==> src/rtl/axi_lite_cmd_master.sv <==
// AXI4-Lite master running an external command stream, one transaction outstanding; VALIDs rise the cycle after accept, results register the cycle after the response.
// CMD_READY only in IDLE, each VALID holds until its own READY, and HALT blocks further commands until reset.
module axi_lite_cmd_master #(
    parameter int C_M_AXI_ADDR_WIDTH = 32,
    parameter int C_M_AXI_DATA_WIDTH = 32,
    parameter int C_TIMEOUT_CYCLES   = 1024,
    parameter int C_STOP_ON_ERROR    = 1
) (
    input  logic                              M_AXI_ACLK,
    input  logic                              M_AXI_ARESET,
    output logic [C_M_AXI_ADDR_WIDTH-1:0]     M_AXI_AWADDR,
    output logic [2:0]                        M_AXI_AWPROT,
    output logic                              M_AXI_AWVALID,
    input  logic                              M_AXI_AWREADY,
    output logic [C_M_AXI_DATA_WIDTH-1:0]     M_AXI_WDATA,
    output logic [C_M_AXI_DATA_WIDTH/8-1:0]   M_AXI_WSTRB,
    output logic                              M_AXI_WVALID,
    input  logic                              M_AXI_WREADY,
    input  logic [1:0]                        M_AXI_BRESP,
    input  logic                              M_AXI_BVALID,
    output logic                              M_AXI_BREADY,
    output logic [C_M_AXI_ADDR_WIDTH-1:0]     M_AXI_ARADDR,
    output logic [2:0]                        M_AXI_ARPROT,
    output logic                              M_AXI_ARVALID,
    input  logic                              M_AXI_ARREADY,
    input  logic [C_M_AXI_DATA_WIDTH-1:0]     M_AXI_RDATA,
    input  logic [1:0]                        M_AXI_RRESP,
    input  logic                              M_AXI_RVALID,
    output logic                              M_AXI_RREADY,
    input  logic                              CMD_VALID,
    output logic                              CMD_READY,
    input  logic                              CMD_WRITE,
    input  logic [C_M_AXI_ADDR_WIDTH-1:0]     CMD_ADDR,
    input  logic [C_M_AXI_DATA_WIDTH-1:0]     CMD_DATA,
    input  logic [C_M_AXI_DATA_WIDTH/8-1:0]   CMD_STRB,
    input  logic [C_M_AXI_DATA_WIDTH-1:0]     CMD_MASK,
    input  logic                              CMD_LAST,
    output logic [C_M_AXI_DATA_WIDTH-1:0]     RD_DATA,
    output logic                              RD_DATA_VALID,
    output logic [1:0]                        ERR_CODE,
    output logic [7:0]                        ERR_COUNT,
    output logic                              DONE
);

    localparam int AW  = C_M_AXI_ADDR_WIDTH;
    localparam int DW  = C_M_AXI_DATA_WIDTH;
    localparam int SW  = DW / 8;
    localparam int WDW = $clog2(C_TIMEOUT_CYCLES + 1);
    localparam logic [WDW-1:0] WDOG_LIMIT  = WDW'(C_TIMEOUT_CYCLES);
    localparam logic           STOP_ON_ERR = (C_STOP_ON_ERROR != 0);

    typedef enum logic [2:0] {
        IDLE, WR_ISSUE, WR_RESP, RD_ISSUE, RD_RESP, HALT
    } state_t;

    state_t state_q, state_nxt;

    logic [AW-1:0]  addr_q;
    logic [DW-1:0]  data_q;
    logic [DW-1:0]  mask_q;
    logic [SW-1:0]  strb_q;
    logic           last_q;
    logic           aw_vld_q, w_vld_q, ar_vld_q;
    logic           bready_q, rready_q, cmd_rdy_q;
    logic [DW-1:0]  rd_data_q;
    logic           rd_vld_q;
    logic [1:0]     err_code_q;
    logic [7:0]     err_cnt_q;
    logic           done_q;
    logic [WDW-1:0] wdog_q;

    logic           cmd_acc;
    logic           aw_hs, w_hs, ar_hs, b_hs, r_hs, resp_hs;
    logic           rsp_err, cmp_err, txn_err, halt_on_err;
    logic           active, timeout, any_err;
    logic [WDW-1:0] wdog_inc, wdog_nxt;
    logic           aw_vld_nxt, w_vld_nxt, ar_vld_nxt, done_nxt;
    logic [1:0]     err_code_nxt;
    logic [7:0]     err_cnt_nxt;
    logic           unused_resp_bits;

    // Only bit 1 of a response distinguishes OKAY/EXOKAY from SLVERR/DECERR.
    assign unused_resp_bits = &{1'b0, M_AXI_BRESP[0], M_AXI_RRESP[0]};

    always_comb begin
        state_nxt    = state_q;
        aw_vld_nxt   = aw_vld_q;
        w_vld_nxt    = w_vld_q;
        ar_vld_nxt   = ar_vld_q;
        done_nxt     = done_q;
        err_code_nxt = err_code_q;
        err_cnt_nxt  = err_cnt_q;
        wdog_nxt     = wdog_q;

        cmd_acc     = CMD_VALID & cmd_rdy_q;
        aw_hs       = aw_vld_q & M_AXI_AWREADY;
        w_hs        = w_vld_q & M_AXI_WREADY;
        ar_hs       = ar_vld_q & M_AXI_ARREADY;
        b_hs        = (state_q == WR_RESP) & M_AXI_BVALID & bready_q;
        r_hs        = (state_q == RD_RESP) & M_AXI_RVALID & rready_q;
        resp_hs     = b_hs | r_hs;
        rsp_err     = (b_hs & M_AXI_BRESP[1]) | (r_hs & M_AXI_RRESP[1]);
        cmp_err     = r_hs & (|((M_AXI_RDATA ^ data_q) & mask_q));
        txn_err     = rsp_err | cmp_err;
        halt_on_err = txn_err & STOP_ON_ERR;

        active   = (state_q == WR_ISSUE) | (state_q == WR_RESP) |
                   (state_q == RD_ISSUE) | (state_q == RD_RESP);
        wdog_inc = wdog_q + WDW'(1);
        // A response landing on the final watchdog cycle still completes the transaction.
        timeout  = active & (wdog_inc == WDOG_LIMIT) & ~resp_hs;
        any_err  = txn_err | timeout;

        if (cmd_acc) begin
            wdog_nxt = '0;
        end else if (active) begin
            wdog_nxt = wdog_inc;
        end

        if (cmd_acc & CMD_WRITE) begin
            aw_vld_nxt = 1'b1;
            w_vld_nxt  = 1'b1;
        end else begin
            if (aw_hs) aw_vld_nxt = 1'b0;
            if (w_hs)  w_vld_nxt  = 1'b0;
        end
        if (cmd_acc & ~CMD_WRITE) begin
            ar_vld_nxt = 1'b1;
        end else if (ar_hs) begin
            ar_vld_nxt = 1'b0;
        end

        unique case (state_q)
            IDLE: begin
                if (cmd_acc) state_nxt = CMD_WRITE ? WR_ISSUE : RD_ISSUE;
            end
            WR_ISSUE: begin
                if (timeout) begin
                    state_nxt = HALT;
                end else if ((~aw_vld_q | aw_hs) & (~w_vld_q | w_hs)) begin
                    state_nxt = WR_RESP;
                end
            end
            RD_ISSUE: begin
                if (timeout) begin
                    state_nxt = HALT;
                end else if (ar_hs) begin
                    state_nxt = RD_RESP;
                end
            end
            WR_RESP, RD_RESP: begin
                if (resp_hs) begin
                    state_nxt = halt_on_err ? HALT : IDLE;
                end else if (timeout) begin
                    state_nxt = HALT;
                end
            end
            default: state_nxt = HALT;
        endcase

        if (any_err && (err_code_q == 2'd0)) begin
            err_code_nxt = rsp_err ? 2'd1 : (cmp_err ? 2'd2 : 2'd3);
        end
        if (any_err && (err_cnt_q != 8'hFF)) begin
            err_cnt_nxt = err_cnt_q + 8'd1;
        end

        if (cmd_acc) begin
            done_nxt = 1'b0;
        end else if (resp_hs & last_q & ~halt_on_err) begin
            done_nxt = 1'b1;
        end
    end

    always_ff @(posedge M_AXI_ACLK) begin
        if (M_AXI_ARESET) begin
            state_q <= IDLE;
        end else begin
            state_q <= state_nxt;
        end
    end

    always_ff @(posedge M_AXI_ACLK) begin
        if (M_AXI_ARESET) begin
            addr_q     <= '0;
            data_q     <= '0;
            mask_q     <= '0;
            strb_q     <= '0;
            last_q     <= 1'b0;
            aw_vld_q   <= 1'b0;
            w_vld_q    <= 1'b0;
            ar_vld_q   <= 1'b0;
            bready_q   <= 1'b0;
            rready_q   <= 1'b0;
            cmd_rdy_q  <= 1'b0;
            rd_data_q  <= '0;
            rd_vld_q   <= 1'b0;
            err_code_q <= 2'd0;
            err_cnt_q  <= 8'd0;
            done_q     <= 1'b0;
            wdog_q     <= '0;
        end else begin
            if (cmd_acc) begin
                addr_q <= CMD_ADDR;
                data_q <= CMD_DATA;
                mask_q <= CMD_MASK;
                strb_q <= CMD_STRB;
                last_q <= CMD_LAST;
            end
            aw_vld_q   <= aw_vld_nxt;
            w_vld_q    <= w_vld_nxt;
            ar_vld_q   <= ar_vld_nxt;
            bready_q   <= 1'b1;
            rready_q   <= 1'b1;
            cmd_rdy_q  <= (state_nxt == IDLE);
            if (r_hs) rd_data_q <= M_AXI_RDATA;
            rd_vld_q   <= r_hs;
            err_code_q <= err_code_nxt;
            err_cnt_q  <= err_cnt_nxt;
            done_q     <= done_nxt;
            wdog_q     <= wdog_nxt;
        end
    end

    assign M_AXI_AWADDR  = addr_q;
    assign M_AXI_AWPROT  = 3'b000;
    assign M_AXI_AWVALID = aw_vld_q;
    assign M_AXI_WDATA   = data_q;
    assign M_AXI_WSTRB   = strb_q;
    assign M_AXI_WVALID  = w_vld_q;
    assign M_AXI_BREADY  = bready_q;
    assign M_AXI_ARADDR  = addr_q;
    assign M_AXI_ARPROT  = 3'b000;
    assign M_AXI_ARVALID = ar_vld_q;
    assign M_AXI_RREADY  = rready_q;
    assign CMD_READY     = cmd_rdy_q;
    assign RD_DATA       = rd_data_q;
    assign RD_DATA_VALID = rd_vld_q;
    assign ERR_CODE      = err_code_q;
    assign ERR_COUNT     = err_cnt_q;
    assign DONE          = done_q;

endmodule

==> config.mk <==
export PLATFORM = sky130hd
export DESIGN_NAME = axi_lite_cmd_master
export DESIGN_NICKNAME = d
export VERILOG_FILES = /design/src/rtl/axi_lite_cmd_master.sv
export SDC_FILE = /design/constraint.sdc
export NUM_CORES = 1
export LEC_CHECK = 0
export ABC_CLOCK_PERIOD_IN_PS = 3200
export CAP_MARGIN = 10
export CORE_MARGIN = 2
export CORE_UTILIZATION = 40
export DETAILED_ROUTE_END_ITERATION = 10
export DONT_BUFFER_PORTS = 1
export GPL_TIMING_DRIVEN = 0
export PLACE_DENSITY = 0.52
export SETUP_SLACK_MARGIN = 0.4
export SYNTH_ARGS = -nofsm -noshare
export SYNTH_HDL_FRONTEND = slang
export SYNTH_SLANG_ARGS = --single-unit
==> constraint.sdc <==
create_clock -name M_AXI_ACLK -period 3.2 [get_ports M_AXI_ACLK]
set_input_delay 0.32 -clock M_AXI_ACLK [delete_from_list [all_inputs] [get_ports M_AXI_ACLK]]
set_output_delay 0.32 -clock M_AXI_ACLK [all_outputs]
set_load 0.01 [all_outputs]
==> metrics.md <==
| Metric | Value |
|---|---|
| Routed wire length | `21930 um` |
| RSZ-0062 raised after global routing | `no` |
| DR WL/cell | `19.65 um` |
| Most frequent cells after synthesis | `274 x nand2_1, 164 x dfxtp_1, 148 x a21oi_1, 46 x clkbuf_1, 39 x buf_4` |
| WP buf/inv | `0` |
| Post-synthesis cell area | `6807 um^2` |
| Drt drc | `0` |
| Critical Path Fanout Max | `5` |
| Crit path cell chain | `xor2_1 -> a22oi_1 -> nand4_1 -> nor4_4 -> nor2_1 -> nor4b_1 -> nor4bb_1` |
| Ports | `302` |
| Die area | `18080 um^2` |
| Clk pin slew, worst setup/hold paths | `0.07 ns` |
| Port bufs | `0` |
| Cell-internal power | `3.856 mW` |
| Gr usage total | `23.52%` |
| Synth Area per Inst | `7.924 um^2` |
| Final Hold Viols | `0` |
| MaxCap Viol Count | `0` |
| Status | `finished, final reports clean` |
| Setup Fix Bufs, Post-CTS | `0` |
| Critical Path AT | `2.99 ns` |
| Vias | `5914` |
| Post-synth ARST share | `0%` |
| Total grt overflow | `0` |
| FF+latch count, synth | `164` |
| Synth Warn # | `0` |
| # hold bufs at CTS | `0` |
| Final Cycle Share | `83.57%` |
| Yosys top cell area share | `48.24%` |
| CP Data Required Time | `3.52 ns` |
| Hold Path Class | `primary input to register` |
| Final core utilization | `46.51%` |
| Initial antenna violation count | `0` |
| Slew margin rel. | `43.40%` |
| Crit start category | `register` |
| Critical path's largest stage delay | `0.50 ns` |
| CTS root buffer | `clkbuf_16` |
| Clk pwr share | `37.4%` |
| Gate power share | `18.6%` |
| Max-slew violations | `0` |
| Post-CTS resize count | `0` |
| Most frequent cell after synthesis | `nand2_1` |
| Cells after Synth | `859` |
| Filler cells | `1688` |
| Critical path depth | `7` |
| P&R area growth vs syn | `13.33%` |
| NetSw | `1.755 mW` |
| CTS H-tree depth | `4` |
| Area contributors post-synth | `dfxtp_1 48%, nand2_1 15%, a21oi_1 11%, xor2_1 4.8%, buf_4 4.3%` |
| DIE WIDTH | `134.4 um` |
| Share of cells above drive strength 1 | `9.040%` |
| PD cells | `727.4 nW/um^2` |
| Pleak | `2.778 nW` |
| IR drop worst, VDD | `0.3648 mV` |
| Vias/cell | `5.299` |
| Final setup viols | `0` |
| Register area | `3283 um^2` |
| Synth unique cells | `53` |
| Min Tclk post-route | `2.674 ns` |
| Seq/Total Area, Yosys | `48.24%` |
| Antenna-violating nets left | `0` |
| Area of the multi-input gates | `3030 um^2` |
| Sink Count | `164` |
| Pre-antenna DRT Iters | `5` |
| Slowest CP cell | `nor4_4` |
| Cell accounting for the most synthesized area | `dfxtp_1` |
| Most used DFF post-synth | `dfxtp_1` |
| Longest Clk Path Bufs | `2` |
| Max Freq | `373.9 MHz` |
| Iter 0 DRT Violations | `423` |
| Worst reg2reg path endpoint | `CMD_READY` |
| Reg2reg start | `M_AXI_WDATA[4]` |
| Core Area | `16580 um^2` |
| R2R cell count | `7` |
| Worst-Skew Late Latency | `0.43 ns` |
| First-pass GRT wire length | `31930 um` |
| Worst-Margin Slew | `0.8490 ns` |
| Cell family with most CP delay | `simple AND/OR/NAND/NOR gates` |
| Largest net degree at the start of global routing | `17` |
| Setup TNS Final | `0 ns` |
| CTS tree | `yes` |
| Kind of critical path | `register to register` |
| Cts bufs inserted | `17` |
| Antenna diodes | `0` |
| Initial core utilization | `41.04%` |
| Worst R2R Setup Slack | `0.53 ns` |
| GP Congestion | `0.8288` |
| Post-synth EDFFs | `0` |
| Crit path capture type | `register` |
| Row Count | `47` |
| Launch point of the worst path | `M_AXI_WDATA[4]` |
| Crit path to | `CMD_READY` |
| Die height | `134.4 um` |
| Hpwl dp | `16950 um` |
| Switching Share | `31.27%` |
| Vias in the first global route | `5572` |
| Sequential Power Share | `44.0%` |
| Clk_skew | `0.01262 ns` |
| # nets final | `1031` |
[through the flow]
step | setup WS [ns] | hold slack [ns] | total power [mW] | area (um^2) | std cells
final | 0.5258 | 0.01807 | 5.611 | 7714 | 1116
after global routing | 0.4898 | 0.006482 | 5.863 | 7714 | 1116
after CTS | 0.4508 | 0.01030 | 5.638 | 7702 | 1116
after detailed placement | 0.5098 | 0.4464 | 3.545 | 7101 | 1084
after global placement | 0.4753 | 0.4431 | 3.519 | 7101 | 1084
after floorplan | 1.007 | 0.4360 | 3.218 | 6825 | 864
[power by group through the flow]
stage	Combinational (mW)	Sequential [mW]	Clock, mW
CTS	1.03	2.47	2.13
global placement	1.00	2.51	0
global route	1.15	2.50	2.22
detailed placement	1.03	2.52	0
floorplan	0.761	2.46	0
finish	1.04	2.47	2.10
[cell usage in the layout, fill, tap and decap left out, types with 3 or more instances in the layout]
cell type	Yosys	final
o31ai_1	4	4
and3_1	5	5
conb_1	1	6
xor2_1	37	37
buf_4	39	39
clkbuf_1	46	48
xnor2_1	6	6
nand2_1	274	274
nor3_1	4	4
o21ai_0	8	8
nand4_1	6	6
dfxtp_1	164	164
clkbuf_16	0	17
inv_1	6	6
nand2b_1	3	3
nand3b_1	3	3
clkinv_4	0	3
or4_1	4	4
and2_1	4	4
buf_1	5	5
a22oi_1	16	16
a21oi_1	148	148
nand3_1	12	12
bufinv_16	0	3
or3_1	4	4
nor2_1	27	26
clkinv_2	0	3
[how the worst min path moves through the flow]
stage / start / to / slack, ns / depth (start not counted)
2_1_floorplan: mask_q[0] / mask_q[0] / 0.44 / 2
3_5_place_dp: mask_q[22] / mask_q[22] / 0.45 / 2
3_3_place_gp: mask_q[5] / mask_q[5] / 0.44 / 2
4_1_cts: CMD_DATA[27] / M_AXI_WDATA[27] / 0.01 / 2
6_report: CMD_DATA[27] / M_AXI_WDATA[27] / 0.02 / 2
5_1_grt: M_AXI_RDATA[2] / RD_DATA[2] / 0.006 / 2
[routing by layer]
layer  wire length [um]  track usage (%)
met1               8472            27.22
met2              11030            40.84
met3               2072            7.861
met4                360            7.778
met5                  0                0
[kinds of logic (layout without fill, tap and decap cells)]
kind of cell / Yosys count / after routing / share of synthesized area, %
multiplexers: 2 / 2 / 0.3125
adder cells (fa/ha/maj): 2 / 2 / 0.3676
flip-flops: 164 / 164 / 48.24
buffers and inverters: 98 / 130 / 7.684
AND/OR/NAND/NOR: 358 / 358 / 22.11
other: 1 / 6 / 0.05509
AO/OA/AOI/OAI: 191 / 191 / 15.70
XOR/XNOR: 43 / 43 / 5.533
[state kept, by name (all words and copies together) (netlist names), 2 cells and up]
register / count
wdog_q: 11
M_AXI_WDATA: 32
ERR_COUNT: 8
mask_q: 32
ERR_CODE: 2
RD_DATA: 32
M_AXI_ARADDR: 32
state_q: 3
M_AXI_WSTRB: 4
[layout make-up]
| type | instances | area share (%) |
|---|---|---|
| inverters | 6 | 0.2920 |
| plain buffers | 92 | 6.488 |
| clock buffers | 20 | 5.791 |
| clock inverters | 12 | 2.011 |
| multi-input cells | 602 | 39.29 |
| flip-flops and latches | 164 | 42.56 |
| well taps | 220 | 3.569 |
(Power assumes the default switching activity.)
